===== config.mk =====
export PLATFORM = sky130hd
export DESIGN_NAME = universal_shift_register
export DESIGN_NICKNAME = d
export VERILOG_FILES = /design/src/rtl/mac_pkg.sv /design/src/rtl/shift_counter.sv /design/src/rtl/universal_shift_register.sv
export SDC_FILE = /design/constraint.sdc
export NUM_CORES = 1
export LEC_CHECK = 0
export CAP_MARGIN = 20
export CORE_UTILIZATION = 50
export CTS_CLUSTER_DIAMETER = 80
export DETAILED_ROUTE_END_ITERATION = 8
export PLACE_DENSITY = 0.79
export SLEW_MARGIN = 25
export SYNTH_ARGS = -nofsm -noshare
export SYNTH_HDL_FRONTEND = slang
export SYNTH_SLANG_ARGS = --single-unit

===== constraint.sdc =====
create_clock -name CLK -period 2.1 [get_ports CLK]
set_input_delay 0.21 -clock CLK [delete_from_list [all_inputs] [get_ports CLK]]
set_output_delay 0.21 -clock CLK [all_outputs]
set_load 0.02 [all_outputs]

===== src/rtl/mac_pkg.sv =====
// rtl/mac_pkg.sv - shared MODE and FSM state encodings for the MAC shift register
//
// Purpose: operation-select and multi-shift FSM encodings shared by the
//          universal shift register and anything that drives its MODE input.
// Contents:
//   mode_e  - 3-bit MODE decode (hold, load, clear, set, shl, shr, rol, mshift)
//   state_e - multi-shift FSM states (IDLE, SHIFT, FIN)
package mac_pkg;

  typedef enum logic [2:0] {
    MODE_HOLD   = 3'b000,
    MODE_LOAD   = 3'b001,
    MODE_CLEAR  = 3'b010,
    MODE_SET    = 3'b011,
    MODE_SHL    = 3'b100,
    MODE_SHR    = 3'b101,
    MODE_ROL    = 3'b110,
    MODE_MSHIFT = 3'b111
  } mode_e;

  typedef enum logic [1:0] {
    ST_IDLE  = 2'b00,
    ST_SHIFT = 2'b01,
    ST_FIN   = 2'b10
  } state_e;

endpackage


===== src/rtl/shift_counter.sv =====
// rtl/shift_counter.sv - loadable down-counter with zero and last-step flags
//
// Purpose: counts the remaining positions of a multi-shift.
// Ports:
//   clk_i       - rising-edge clock
//   rst_ni      - asynchronous active-low reset (count -> 0)
//   load_i      - load load_val_i (has priority over dec_i)
//   load_val_i  - value to load
//   dec_i       - decrement by one; saturates at zero
//   zero_o      - count is zero
//   last_o      - count is one (the next decrement is the final step)
module shift_counter #(
  parameter int CW = 4
) (
  input  logic          clk_i,
  input  logic          rst_ni,
  input  logic          load_i,
  input  logic [CW-1:0] load_val_i,
  input  logic          dec_i,
  output logic          zero_o,
  output logic          last_o
);

  logic [CW-1:0] cnt_q;
  logic [CW-1:0] cnt_d;

  always_comb begin
    cnt_d = cnt_q;
    if (load_i) begin
      cnt_d = load_val_i;
    end else if (dec_i && (cnt_q != '0)) begin
      cnt_d = cnt_q - CW'(1);
    end
  end

  always_ff @(posedge clk_i or negedge rst_ni) begin
    if (!rst_ni) begin
      cnt_q <= '0;
    end else begin
      cnt_q <= cnt_d;
    end
  end

  assign zero_o = (cnt_q == '0);
  assign last_o = (cnt_q == CW'(1));

endmodule


===== src/rtl/universal_shift_register.sv =====
// rtl/universal_shift_register.sv - N-bit universal shift register with multi-shift FSM
//
// Purpose: shift/alignment register for the MAC datapath. Hold, load, clear,
//          set, single-step shift left/right, rotate left, and a multi-cycle
//          shift-by-N with BUSY/DONE handshake.
// Ports:
//   CLK     - rising-edge clock
//   RST_N   - asynchronous active-low reset
//   MODE    - operation select (mac_pkg::mode_e)
//   START   - launches multi-shift when MODE=MSHIFT and idle
//   DIR     - multi-shift direction: 0 = left, 1 = right
//   CNT     - multi-shift distance, saturated to WIDTH
//   D       - parallel load data
//   SIN_L   - serial in at MSB for single-step right shift
//   SIN_R   - serial in at LSB for single-step left shift
//   Q       - register contents
//   SOUT_L  - Q[WIDTH-1]
//   SOUT_R  - Q[0]
//   BUSY    - multi-shift in progress
//   DONE    - one-cycle pulse after the last multi-shift step
module universal_shift_register
  import mac_pkg::*;
#(
  parameter int  WIDTH       = 8,
  parameter bit  ARITH_RIGHT = 1'b1,
  localparam int CW          = $clog2(WIDTH + 1)
) (
  input  logic             CLK,
  input  logic             RST_N,
  input  logic [2:0]       MODE,
  input  logic             START,
  input  logic             DIR,
  input  logic [CW-1:0]    CNT,
  input  logic [WIDTH-1:0] D,
  input  logic             SIN_L,
  input  logic             SIN_R,
  output logic [WIDTH-1:0] Q,
  output logic             SOUT_L,
  output logic             SOUT_R,
  output logic             BUSY,
  output logic             DONE
);

  logic [WIDTH-1:0] q_q, q_d;
  state_e           state_q, state_d;
  logic             dir_q, dir_d;

  mode_e            mode;
  logic [CW-1:0]    n_sat;
  logic             fill_r;
  logic [WIDTH-1:0] mshift_q;

  logic             ctr_load;
  logic [CW-1:0]    ctr_val;
  logic             ctr_dec;
  logic             ctr_zero;
  logic             ctr_last;

  assign mode = mode_e'(MODE);

  // Distances beyond the register width all give the same all-fill result.
  assign n_sat = (CNT > CW'(WIDTH)) ? CW'(WIDTH) : CNT;

  assign fill_r   = ARITH_RIGHT ? q_q[WIDTH-1] : 1'b0;
  assign mshift_q = dir_q ? {fill_r, q_q[WIDTH-1:1]} : {q_q[WIDTH-2:0], 1'b0};

  shift_counter #(
    .CW(CW)
  ) u_shift_counter (
    .clk_i      (CLK),
    .rst_ni     (RST_N),
    .load_i     (ctr_load),
    .load_val_i (ctr_val),
    .dec_i      (ctr_dec),
    .zero_o     (ctr_zero),
    .last_o     (ctr_last)
  );

  always_comb begin
    q_d      = q_q;
    state_d  = state_q;
    dir_d    = dir_q;
    ctr_load = 1'b0;
    ctr_val  = '0;
    ctr_dec  = 1'b0;

    unique case (state_q)
      ST_IDLE: begin
        unique case (mode)
          MODE_HOLD:  q_d = q_q;
          MODE_LOAD:  q_d = D;
          MODE_CLEAR: q_d = '0;
          MODE_SET:   q_d = '1;
          MODE_SHL:   q_d = {q_q[WIDTH-2:0], SIN_R};
          MODE_SHR:   q_d = {SIN_L, q_q[WIDTH-1:1]};
          MODE_ROL:   q_d = {q_q[WIDTH-2:0], q_q[WIDTH-1]};
          MODE_MSHIFT: begin
            if (START) begin
              dir_d    = DIR;
              ctr_load = 1'b1;
              ctr_val  = n_sat;
              // A zero-length shift still completes through FIN so the
              // requester always sees exactly one DONE pulse.
              state_d  = (n_sat == '0) ? ST_FIN : ST_SHIFT;
            end
          end
          default: q_d = q_q;
        endcase
      end

      ST_SHIFT: begin
        if (mode == MODE_CLEAR) begin
          // Abort: clear, drop straight back to IDLE, no DONE.
          q_d      = '0;
          state_d  = ST_IDLE;
          ctr_load = 1'b1;
          ctr_val  = '0;
        end else begin
          q_d     = mshift_q;
          ctr_dec = 1'b1;
          // ctr_zero cannot normally be seen here; it keeps the FSM from
          // sticking in SHIFT if the counter is ever found empty.
          if (ctr_last || ctr_zero) begin
            state_d = ST_FIN;
          end
        end
      end

      ST_FIN: begin
        state_d = ST_IDLE;
      end

      default: begin
        state_d = ST_IDLE;
      end
    endcase
  end

  always_ff @(posedge CLK or negedge RST_N) begin
    if (!RST_N) begin
      q_q     <= '0;
      state_q <= ST_IDLE;
      dir_q   <= 1'b0;
    end else begin
      q_q     <= q_d;
      state_q <= state_d;
      dir_q   <= dir_d;
    end
  end

  assign Q      = q_q;
  assign SOUT_L = q_q[WIDTH-1];
  assign SOUT_R = q_q[0];
  assign BUSY   = (state_q == ST_SHIFT);
  assign DONE   = (state_q == ST_FIN);

endmodule


== After elaboration in Yosys (flattened, before gate mapping) ==
Cells that the tools add are included.
Word-level totals
  bits in latches: 0
  output and inout bits: 12
  memories: 0
  bits of input ports: 21
  bits in writable memories: 0
  memory bits (read-only): 0
  register bits: 15
Cells by class
  order comparisons: 1
  shift operators: 0
  mux-type cells: 22
  bitwise gates (word level): 0
  divide/modulo/power cells: 0
  reduce and logical (&&, ||, !) cells: 12
  $mul: 0
  equality and inequality tests: 15
  $add $sub $neg: 1
Operators by type and width (count)
  8-bit one-hot mux with 6 select lines: 1
  4-bit two-way mux: 6
  8-bit two-way mux: 2
  8-bit one-hot mux with 2 select lines: 1
  3-bit equality test, second input constant: 4
  2-bit two-way mux: 5
  3-bit AND reduction: 3
  4-bit logical NOT: 2
  7-bit by 2-bit != test with 1-bit output, second input constant: 1
  3-bit by 2-bit equality test with 1-bit output, second input constant: 2
  1-bit two-way mux: 5
  4-bit by 1-bit equality test with 1-bit output, second input constant: 1
  4-bit greater-than comparator, second input constant: 1
  2-bit one-hot mux with 2 select lines: 1
  2-bit nonzero test: 2
  4-bit nonzero test: 1
  4-bit by 1-bit subtractor with 4-bit output, second input constant: 1
  3-bit by 1-bit equality test with 1-bit output, second input constant: 1
  3-bit by 1-bit != test with 1-bit output, second input constant: 1
  3-bit by 2-bit != test with 1-bit output, second input constant: 1
  2-bit by 1-bit equality test with 1-bit output, second input constant: 1
  2-bit equality test, second input constant: 1
  2-bit logical NOT: 1
  2-bit by 1-bit != test with 1-bit output, second input constant: 1
  other kinds (5): 5

== Depth between registers and ports, before layout ==
  depth after elaboration: 7
  gate-level depth with buffers: 6
  depth with buffers taken out: 6

== By module ==
From an unflattened synthesis, not the netlist that was laid out.
Second synthesis, totals
  cells, all modules: 136
  area total of the unflattened synthesis: 1191.1 µm²
By module, submodules not included
  universal_shift_register: cells each 106, instances 1, area an instance 924.6 µm², seq. area each 275.3 µm²
  shift_counter: cells each 30, instances 1, area an instance 266.5 µm², seq. area each 100.1 µm²

== Least setup slack after synthesis ==
OpenSTA, ideal clock, no wires.
  kind: register to register
  start: register dir_q
  end: register q_q[5], in the netlist Q[5]
  clock period less this slack: 1515 ps
  path buffers: 1
  setup slack: 585 ps
  setup time: 121 ps
  arrival: 1394 ps
  cell stages (with the launch flop): 5
  data required time: 1979 ps
  path through: dfrtp_1 clkbuf_1 mux2_2 a211o_1 o22a_1
On the way
  cells in the longest elaborated chain, start to end: 3
Ends and longest elaborated chain
  start: declaration: RTL line universal_shift_register.sv:46  | logic dir_q, dir_d;
  start signal: assignment: RTL line universal_shift_register.sv:147  | dir_q <= dir_d;
  8-bit two-way mux: RTL line universal_shift_register.sv:65  | assign mshift_q = dir_q ? {fill_r, q_q[WIDTH-1:1]} : {q_q[WIDTH-2:0], 1'b0};
  8-bit two-way mux: RTL line universal_shift_register.sv:112  | if (mode == MODE_CLEAR) begin
  8-bit one-hot mux with 2 select lines: RTL line universal_shift_register.sv:87  | unique case (state_q)
  end signal: assignment: RTL line universal_shift_register.sv:145  | q_q <= q_d;
  end: declaration: RTL line universal_shift_register.sv:44  | logic [WIDTH-1:0] q_q, q_d;
No other way between the ends. The select of a mux whose other input is x is not followed.
A chain may end at the register's enable or synchronous reset.

== Final worst setup path ==
  start: register state_q[0]
  end: register q_q[7], in the netlist Q[7]
On the way
  cells in the longest elaborated chain, start to end: 3
  elaborated cells between the ends (all ways): 7
  those cells by class: 3 x eq/ne; 1 x mux; 3 x reduce/logical
Ends and longest elaborated chain
  start: declaration: RTL line universal_shift_register.sv:45  | state_e state_q, state_d;
  start signal: assignment: RTL line universal_shift_register.sv:146  | state_q <= state_d;
  2-bit logical NOT / 2-bit by 1-bit equality test with 1-bit output (equally long branches): RTL line universal_shift_register.sv:87
  7-bit by 2-bit != test with 1-bit output (no source line) (tied with other cells)
  3-bit AND reduction (no source line)
Several ways; a longest one is shown, not always the timed one.

==> impl_metrics.py <==
metrics = {
    "run_status": {
        "status": "finished clean",
    },
    "critical_path": {
        "critPathKind": "flip-flop to flip-flop",
        "cp_max_fo": 12,
        "cp-start-kind": "flip-flop",
        "crit_arrival_ps": 2050,
        "end_kind": "flip-flop",
        "required_ps": 2280,
    },
    "placed_design": {
        "preCtsSetupSlack_ps": 75.92,
        "placed_cells": 212,
        "gp_congestion": 0.8427,
        "place_hpwl_um": 2732,
        "portBuffers": 32,
    },
    "clock_network": {
        "cts.path.max_buffers": 2,
        "clock_latency_ps": 270,
        "clk_pin_slew_ps": 90,
        "postCtsSetupRepairBufs": 0,
        "cts_tree": "yes",
        "ctsHoldBuffers": 0,
        "clkSinkCount": 15,
        "cts_inserted_buffers": 3,
        "root_buffer": "clkbuf_4",
        "cts_resized": 0,
        "htreeDepth": 1,
    },
    "timing": {
        "hold_viol": 0,
        "fin_crit_sh_pct": 88.71,
        "tightest_slew_ps": 759.6,
        "maxSlewHeadroom_pct": 49.17,
        "slew_viol_final": 0,
        "tns_ps": 0,
        "fin_worst_skew_ps": 8.763,
        "setup_viol": 0,
        "fmax_ghz": 0.5368,
        "final.setup.worst_slack_ps": 237.0,
        "period_minus_slack_ps": 1863,
        "rsz0062_at_grt": "no",
    },
    "layout": {
        "nets": 210,
        "n_fill_cell": 222,
        "fin_util_pct": 68.91,
        "fin_cells": 216,
        "antenna_cells": 0,
        "layout-drive-gt1-share_pct": 13.98,
        "area_growth_pct": 26.70,
    },
    "power_and_ir_drop": {
        "vdd_drop_max_uv": 887.9,
        "powerDensity_nw_per_um2": 1119,
        "power.leakage_nw": 0.7711,
    },
    "grt": {
        "grt_usage_pct": 25.48,
        "grt_pass1_vias": 1220,
        "antenna_found_initial": 0,
        "grt_max_degree": 26,
        "overflow": 0,
        "grt_pass1_wl_um": 5444,
    },
    "route": {
        "vias": 1333,
        "drt-initial-drc-count": 35,
        "antenna_left": 0,
        "drt_wl_total_um": 3549,
        "dr.pass1.iters": 4,
        "wl_per_cell_um": 16.43,
        "route.detailed.drc": 0,
        "viasPerCell": 6.171,
    },
    "logic_synthesis": {
        "synth_edf_count": 0,
        "yosysSeqAreaShare_pct": 26.88,
        "synthTopCellsByArea": "dfrtp_1, mux2i_1, mux2_2",
        "yosys.cell_count.top_type": "dfrtp_1",
        "syn-mean-instance-area_um2": 8.951,
        "yosys.area.top_type": "dfrtp_1",
        "yosys.cell_types.count": 45,
        "synthesis.instances": 156,
        "synth_nets": 179,
        "ys_warn_count": 0,
        "yosys-top-cells-count": "dfrtp_1, o21ai_0, a21oi_1",
        "synthFlopType": "dfrtp_1",
        "synth_top_area_share_pct": 26.88,
        "syn-cell-area_um2": 1396,
        "synth_seq_cells": 15,
        "ys_async_sr_fraction_pct": 100.0,
    },
    "die": {
        "initial_core_util_pct": 54.39,
        "fp.dieW_um": 54.85,
        "fp.dieH_um": 54.85,
        "core_um2": 2567,
        "rows": 18,
        "num_io_pins": 33,
        "die_area_um2": 3008,
    },
    "job": {
        "max-cap-violations": 0,
    },
    "worst_hold_path": {
        "hp-class": "input port to async pin",
    },
}
-- layer usage --
| metal | global-route usage, % | share of wire (%) | up-vias |
|---|---|---|---|
| met2 | 44.18 | 47 | 38 |
| met5 | 0 | 0 | - |
| li1 | - | - | 655 |
| met3 | 2.222 | 5.2 | 2 |
| met4 | 3.846 | 0.28 | 0 |
| met1 | 34.58 | 47 | 638 |
-- per-stage QoR --
step	instance area (µm²)	total power, mW	hold WS [ps]
floorplan	1396	1.377	-85.59
global placement	1743	1.773	536.1
detailed placement	1743	1.818	537.6
CTS	1769	1.978	340.3
global route	1769	2.121	403.2
finish	1769	1.980	331.7
-- registers in the layout, summed over array words and instances, names as in the netlist --
| signal | count |
|---|---|
| dir_q | 1 |
| state_q | 2 |
| u_shift_counter.cnt_q | 4 |
| Q | 8 |
-- placed cells by master, fill, tap and decap left out, drive strengths merged, types with 2 or more instances in the layout --
| master | synthesis | final |
|---|---|---|
| a21o | 3 | 3 |
| nand4b | 2 | 2 |
| o21ai | 11 | 11 |
| mux2i | 8 | 8 |
| nor3b | 3 | 3 |
| or2 | 3 | 3 |
| nor2b | 8 | 8 |
| o2bb2ai | 2 | 2 |
| clkdlybuf4s50 | 0 | 32 |
| a2bb2oi | 9 | 9 |
| inv | 4 | 4 |
| and3b | 6 | 6 |
| mux2 | 7 | 7 |
| a21oi | 10 | 10 |
| nand2 | 5 | 5 |
| dfrtp | 15 | 15 |
| clkbuf | 5 | 4 |
| ha | 2 | 2 |
| nand3 | 2 | 2 |
| buf | 8 | 7 |
| a211oi | 4 | 4 |
| nor3 | 3 | 3 |
| nand2b | 3 | 3 |
| o22a | 6 | 6 |
| a211o | 7 | 7 |
| nor2 | 5 | 5 |
-- power breakdown --
group / internal [mW] / switching, mW / total (mW)
clock: 0.0735 / 0.0859 / 0.159
combinational: 0.638 / 0.558 / 1.20
sequential: 0.417 / 0.207 / 0.624
-- kinds of logic after synthesis --
logic type / Yosys count / share of synthesized area [%]
AOI/OAI and AO/OA: 60 / 33.42
adders and majority gates: 2 / 1.792
buffers and inverters: 18 / 5.913
DFF: 15 / 26.88
muxes: 15 / 11.38
and+or+nand+nor: 46 / 20.61
-- cell type report --
type,count,area [µm²],share of cell area (%)
clock buffer,4,26.28,1.485
multi-input combinational,123,938.4,53.04
timing repair buffer,39,372.9,21.07
sequential,15,375.4,21.22
tap,30,37.54,2.122
inverter,5,18.77,1.061
-- worst paths after layout --
path / from / to / slack, ps / cells after the start
worst min-delay path: RST_N / u_shift_counter.cnt_q[0] / 330 / 1
min in group CLK: CNT[0] / u_shift_counter.cnt_q[0] / 540 / 3
worst max-delay path: state_q[0] / Q[7] / 240 / 4
max in group asynchronous: RST_N / Q[1] / 1340 / 1
worst max register to register: state_q[0] / Q[7] / 240 / 4
worst min register to register: u_shift_counter.cnt_q[1] / u_shift_counter.cnt_q[1] / 560 / 1
-- worst max-delay path, stage by stage (launching register included) --
cell and delay [ps]:
dfrtp_1 470, nand2b_1 200, nor2_1 640, o21ai_0 200, a32oi_1 260
(Power assumes the default switching activity.)
